==> src/rtl/resize_pkg.sv <==
// Shared types and constants for the resize stage controller.
package resize_pkg;

   localparam int PIX_W = 8;
   localparam int DIM_W = 8;

   localparam logic [DIM_W-1:0] RESIZE_DEF_WIDTH  = 8'd64;
   localparam logic [DIM_W-1:0] RESIZE_DEF_HEIGHT = 8'd64;
   localparam int               RESIZE_FRAME_GAP  = 4;

   typedef enum logic [2:0] {
      IDLE   = 3'd0,
      FRAME  = 3'd1,
      ACTIVE = 3'd2,
      LINE   = 3'd3,
      FGAP   = 3'd4
   } resizeStateT;

endpackage

==> src/rtl/resize_ctrl_shadow.sv <==
// Pending/active Width/Height registers; a write with either dimension zero is dropped,
// and the active pair only changes when the controller enters FRAME.
module resize_ctrl_shadow
   import resize_pkg::*;
#(
   parameter logic [DIM_W-1:0] DEF_WIDTH  = RESIZE_DEF_WIDTH,
   parameter logic [DIM_W-1:0] DEF_HEIGHT = RESIZE_DEF_HEIGHT
)
(
   input  logic             Clk,
   input  logic             Reset,
   input  logic             CfgWrite,
   input  logic [DIM_W-1:0] CfgWidth,
   input  logic [DIM_W-1:0] CfgHeight,
   input  logic             loadActive,
   output logic [DIM_W-1:0] Width,
   output logic [DIM_W-1:0] Height
);

   logic [DIM_W-1:0] pendWidth;
   logic [DIM_W-1:0] pendHeight;
   logic             cfgAccept;

   assign cfgAccept = CfgWrite && (CfgWidth != '0) && (CfgHeight != '0);

   // Active loads the old pending value, so a write on the load edge lands in the next frame.
   always_ff @(posedge Clk) begin
      if (Reset) begin
         pendWidth  <= DEF_WIDTH;
         pendHeight <= DEF_HEIGHT;
         Width      <= DEF_WIDTH;
         Height     <= DEF_HEIGHT;
      end else begin
         if (cfgAccept) begin
            pendWidth  <= CfgWidth;
            pendHeight <= CfgHeight;
         end
         if (loadActive) begin
            Width  <= pendWidth;
            Height <= pendHeight;
         end
      end
   end

endmodule

==> src/rtl/resize_ctrl.sv <==
// Frame sequencer for the resize stage: paces upstream pixels into a no-stall Pixel/Frame/Line stream.
// Optional RESIZE_CTRL_STATS_EN adds saturating FrameCount/UnderrunCount outputs.
module resize_ctrl
   import resize_pkg::*;
#(
   parameter logic [DIM_W-1:0] DEF_WIDTH  = RESIZE_DEF_WIDTH,
   parameter logic [DIM_W-1:0] DEF_HEIGHT = RESIZE_DEF_HEIGHT,
   parameter int               FRAME_GAP  = RESIZE_FRAME_GAP
)
(
   input  logic             Clk,
   input  logic             Reset,
   input  logic             Start,
   input  logic             Stop,
   input  logic             CfgWrite,
   input  logic [DIM_W-1:0] CfgWidth,
   input  logic [DIM_W-1:0] CfgHeight,
   input  logic [PIX_W-1:0] SrcPixel,
   input  logic             SrcValid,
   output logic             SrcReady,
   output logic [PIX_W-1:0] PixelOut,
   output logic             FrameOut,
   output logic             LineOut,
   output logic [DIM_W-1:0] Width,
   output logic [DIM_W-1:0] Height,
   output logic             Busy,
   output logic             FrameDone,
   output logic             Underrun
`ifdef RESIZE_CTRL_STATS_EN
   ,
   output logic [15:0]      FrameCount,
   output logic [15:0]      UnderrunCount
`endif
);

   localparam logic [7:0] GAP_LAST = 8'(FRAME_GAP - 1);

   resizeStateT      state;
   resizeStateT      nextState;
   logic [DIM_W-1:0] col;
   logic [DIM_W-1:0] row;
   logic [7:0]       gapCnt;
   logic             stopReq;
   logic             lastCol;
   logic             lastRow;
   logic             startAccept;
   logic             loadActive;

   assign lastCol     = (col == Width - 8'd1);
   assign lastRow     = (row == Height - 8'd1);
   assign startAccept = (state == IDLE) && Start && !Stop;
   assign loadActive  = (nextState == FRAME);
   assign SrcReady    = (state == ACTIVE);
   assign Busy        = (state != IDLE);

   resize_ctrl_shadow #(
      .DEF_WIDTH  (DEF_WIDTH),
      .DEF_HEIGHT (DEF_HEIGHT)
   ) shadow (
      .Clk        (Clk),
      .Reset      (Reset),
      .CfgWrite   (CfgWrite),
      .CfgWidth   (CfgWidth),
      .CfgHeight  (CfgHeight),
      .loadActive (loadActive),
      .Width      (Width),
      .Height     (Height)
   );

   // A Stop seen on the last gap cycle counts as well as one latched earlier.
   always_comb begin
      nextState = state;
      case (state)
         IDLE:    if (startAccept) nextState = FRAME;
         FRAME:   nextState = ACTIVE;
         ACTIVE:  if (lastCol) nextState = lastRow ? FGAP : LINE;
         LINE:    nextState = ACTIVE;
         FGAP:    if (gapCnt == GAP_LAST) nextState = (stopReq || Stop) ? IDLE : FRAME;
         default: nextState = IDLE;
      endcase
   end

   always_ff @(posedge Clk) begin
      if (Reset) begin
         state   <= IDLE;
         col     <= '0;
         row     <= '0;
         gapCnt  <= '0;
         stopReq <= 1'b0;
      end else begin
         state  <= nextState;
         gapCnt <= '0;
         case (state)
            FRAME: begin
               col <= '0;
               row <= '0;
            end
            ACTIVE: col <= col + 8'd1;
            LINE: begin
               col <= '0;
               row <= row + 8'd1;
            end
            FGAP:    gapCnt <= gapCnt + 8'd1;
            default: ;
         endcase
         if (nextState == IDLE)
            stopReq <= 1'b0;
         else if (state != IDLE && Stop)
            stopReq <= 1'b1;
      end
   end

   // Output stage: one register behind the state that produced it.
   always_ff @(posedge Clk) begin
      if (Reset) begin
         PixelOut  <= '0;
         FrameOut  <= 1'b0;
         LineOut   <= 1'b0;
         FrameDone <= 1'b0;
         Underrun  <= 1'b0;
      end else begin
         PixelOut  <= (state == ACTIVE && SrcValid) ? SrcPixel : '0;
         FrameOut  <= (state == FRAME);
         LineOut   <= (state == LINE);
         FrameDone <= (state == ACTIVE) && lastCol && lastRow;
         if (startAccept)
            Underrun <= 1'b0;
         else if (state == ACTIVE && !SrcValid)
            Underrun <= 1'b1;
      end
   end

`ifdef RESIZE_CTRL_STATS_EN
   always_ff @(posedge Clk) begin
      if (Reset) begin
         FrameCount    <= '0;
         UnderrunCount <= '0;
      end else begin
         if (FrameDone && FrameCount != 16'hFFFF)
            FrameCount <= FrameCount + 16'd1;
         if (state == ACTIVE && !SrcValid && UnderrunCount != 16'hFFFF)
            UnderrunCount <= UnderrunCount + 16'd1;
      end
   end
`endif

endmodule
==> config.mk <==
export PLATFORM = sky130hd
export DESIGN_NAME = resize_ctrl
export DESIGN_NICKNAME = d
export VERILOG_FILES = /design/src/rtl/resize_pkg.sv /design/src/rtl/resize_ctrl_shadow.sv /design/src/rtl/resize_ctrl.sv
export SDC_FILE = /design/constraint.sdc
export NUM_CORES = 1
export LEC_CHECK = 0
export ABC_AREA = 1
export BUFFER_PORTS_ARGS = -buffer_cell sky130_fd_sc_hd__buf_2
export CORE_UTILIZATION = 55
export DETAILED_ROUTE_END_ITERATION = 10
export HOLD_SLACK_MARGIN = 0.05
export PLACE_DENSITY_LB_ADDON = 0.25
export SETUP_SLACK_MARGIN = 0.5
export SLEW_MARGIN = 20
export SYNTH_ARGS = -nofsm -noshare
export SYNTH_HDL_FRONTEND = slang
export SYNTH_SLANG_ARGS = --single-unit
export TNS_END_PERCENT = 5
==> constraint.sdc <==
create_clock -name Clk -period 2.28 [get_ports Clk]
set_input_delay 0.114 -clock Clk [delete_from_list [all_inputs] [get_ports Clk]]
set_output_delay 0.114 -clock Clk [all_outputs]
set_load 0.1 [all_outputs]
==> flow_summary.yaml <==
yosys:
  syn_nets: 576
  yosysUniqueCellTypes: 30
  syn_inst: 541
  synth_seq_area_share: 0.402
  syn_area_per_cell_um2: 6.63
  ys_dominant_reg_cell: "dfxtp_1"
  synthesis.area_um2: 3590
  synthArstFlopShare: 0
  synth-seq-cells: 72
  yosys_warnings: 0
  synth_edf_count: 0
cells_and_area:
  finalNonFillerCells: 710
  layout.nets: 663
  diodes: 0
  final_util: 0.714
  drive_gt1_frac: 0.221
  area_growth_pct: 25.7
  fillCellCount: 524
clock_tree:
  cts.sinks: 72
  cts_buffers: 9
  clock-root-buffer: "clkbuf_8"
  clk_latency_ns: 0.36
  htreeDepth: 3
  cts_tree: "built"
  clock_path_buffers: 2
  clk_pin_slew_ns: 0.08
worst_setup_path:
  path_class: "register to register"
  cp_max_fo: 8
  required_ns: 2.53
  cp-end-kind: "register"
  cp-start-kind: "register"
  cp.arrival_ns: 2.36
drt:
  drc: 0
  first_iter_violations: 241
  final_antenna_net_count: 0
  drt_first_pass_iters: 5
  viasPerCell: 5.27
  routed_wirelength_um: 9050
  wire_per_inst_um: 12.7
  num_vias: 3739
floorplanning:
  initial_core_util: 0.568
  die-area_um2: 6850
  io-pin-count: 60
  dieHeight_um: 82.8
  num_rows: 29
  die_x_um: 82.8
  core_um2: 6310
hold_path:
  hp-class: "primary input to register"
power:
  switching_share: 0.343
  intPower_mw: 2.03
  switchingPower_mw: 1.06
  clkPwrFrac: 0.328
  leakage_nw: 2.16
  powerDensity_nw_per_um2: 684
  p_comb_frac: 0.236
  seqPwrFrac: 0.436
  ir_worst_vdd_mv: 0.475
global_route:
  grt-ovfl-total: 0
  antenna_found_initial: 0
  grt_max_degree: 36
  grt.total_usage: 0.273
  first_global_vias: 3298
  grt_pass1_wl_um: 14000
sta:
  skew_ns: 0.0102
  timing.hold.ws_ns: 0.0562
  slew_headroom: 0.602
  worst_slew_pin_slew_ns: 0.597
  fmax_mhz: 473
  setup_viol: 0
  period_needed_ns: 2.11
  fin_crit_sh: 0.927
  rsz0062_at_grt: "true"
  final-max-slew-violation-count: 0
  hold_violations: 0
placement:
  io_buffer_count: 59
  dp.cells: 670
  place_congestion: 0.988
  hpwl_um: 6240
run_status:
  outcome: "finished, final reports clean"
run:
  drv_cap: 0
-- worst max-delay path: stages (launching register included) --
cell and delay (ns):
dfxtp_4 0.37, inv_4 0.04, ha_4 0.17, inv_1 0.08, nand2_1 0.07, nand3_2 0.07
o21ai_1 0.08, nor2_1 0.15, nand3_1 0.14, nor3_4 0.21, nand3_2 0.12, nand2_4 0.14
buf_6 0.14, nand4_1 0.10, nand2_1 0.09, nor2_1 0.04
-- cell usage in the layout (no fill, tap or decap), drive strengths merged --
master	instances
nor3	9
nand4	19
a21oi	29
bufinv	1
dfxtp	72
nor2	74
clkinvlp	3
or2	1
a211oi	2
buf	78
ha	5
o221a	1
xor2	6
nor3b	2
a21boi	1
inv	98
clkbuf	9
o21ai	29
a32o	1
dlygate4sd3	10
a31oi	1
nand3	46
nand2	123
nor4	5
xnor2	3
a221oi	3
clkinv	2
-- metrics by stage --
| step | power, mW | TNS [ns] | setup slack (ns) | cell area, µm² |
|---|---|---|---|---|
| floorplan | 1.87 | -0.851 | -0.0905 | 3610 |
| global placement | 2.00 | 0 | 0.184 | 3990 |
| detailed placement | 2.01 | 0 | 0.0815 | 3990 |
| CTS | 3.05 | 0 | 0.229 | 4430 |
| global route | 3.22 | 0 | 0.00897 | 4510 |
| finish | 3.09 | 0 | 0.167 | 4510 |
-- layout make-up --
| cell class | instances | area (µm²) | area share |
|---|---|---|---|
| Multi-Input combinational cell | 360 | 1830 | 0.406 |
| Sequential cell | 72 | 1470 | 0.325 |
| Timing Repair Buffer | 88 | 553 | 0.123 |
| Inverter | 97 | 369 | 0.0819 |
| Clock buffer | 9 | 124 | 0.0275 |
| Tap cell | 77 | 96.3 | 0.0214 |
| Clock inverter | 7 | 71.3 | 0.0158 |
-- worst paths after layout --
kind                                                       start                                end  slack [ns]  cells past startpoint
worst max-delay path                shadow.Width[0]$_SDFFE_PP0N_       shadow.Width[5]$_SDFFE_PP0N_        0.17                     15
worst min-delay path                                CfgHeight[5]  shadow.pendHeight[5]$_SDFFE_PP0P_        0.06                      3
worst min register to register  shadow.pendWidth[4]$_SDFFE_PP0P_   shadow.pendWidth[4]$_SDFFE_PP0P_        0.46                      2
worst max register to register      shadow.Width[0]$_SDFFE_PP0N_       shadow.Width[5]$_SDFFE_PP0N_        0.17                     15
-- cells by family after synthesis --
group                    synth area share
AO/OA/AOI/OAI                       0.102
XOR/XNOR                           0.0220
adder cells (fa/ha/maj)            0.0174
buffers and inverters               0.118
flip-flops                          0.402
AND/OR/NAND/NOR                     0.339
-- routing by layer --
layer	vias up	wire [µm]	global-route usage
li1	1892	-	-
met1	1690	3870	0.322
met2	128	4410	0.462
met3	29	498	0.0546
met4	0	276	0.147
met5	-	0	0
-- what timing repair did --
| action | in CTS | in global routing |
|---|---|---|
| setup endpoints to repair | 21 | 31 |
| gates cloned | 2 | 0 |
| gates resized for setup | 15 | 23 |
| endpoints found under the hold margin | 10 | 0 |
| setup buffers | 11 | 1 |
| hold buffers | 10 | 0 |
| pin swaps | 11 | 12 |
-- registers in the layout, summed over array words and instances, names as in the netlist --
register / cells
PixelOut: 8
col: 8
gapCnt: 8
row: 8
shadow.Height: 8
shadow.Width: 8
shadow.pendHeight: 8
shadow.pendWidth: 8
state: 3
FrameDone: 1
FrameOut: 1
LineOut: 1
Underrun: 1
stopReq: 1
-- synthesized netlist by cell type (5+ instances only) --
cell / instances / area, µm²
a21oi_1: 29 / 145
clkbuf_1: 7 / 26.3
dfxtp_1: 72 / 1440
ha_1: 5 / 62.6
inv_1: 97 / 364
nand2_1: 120 / 450
nand3_1: 44 / 220
nand4_1: 19 / 119
nor2_1: 72 / 270
nor3_1: 8 / 40.0
nor4_1: 5 / 31.3
o21ai_0: 29 / 145
xor2_1: 6 / 52.6
-- power groups by stage --
| stage | clock network, mW | logic [mW] | registers, mW |
|---|---|---|---|
| 3_3_place_gp | 0 | 0.625 | 1.37 |
| 4_1_cts | 1.02 | 0.687 | 1.34 |
| 3_5_place_dp | 0 | 0.638 | 1.37 |
| 6_report | 1.01 | 0.727 | 1.35 |
| 2_1_floorplan | 0 | 0.337 | 1.53 |
| 5_1_grt | 1.07 | 0.795 | 1.35 |
(Power assumes the default switching activity.)
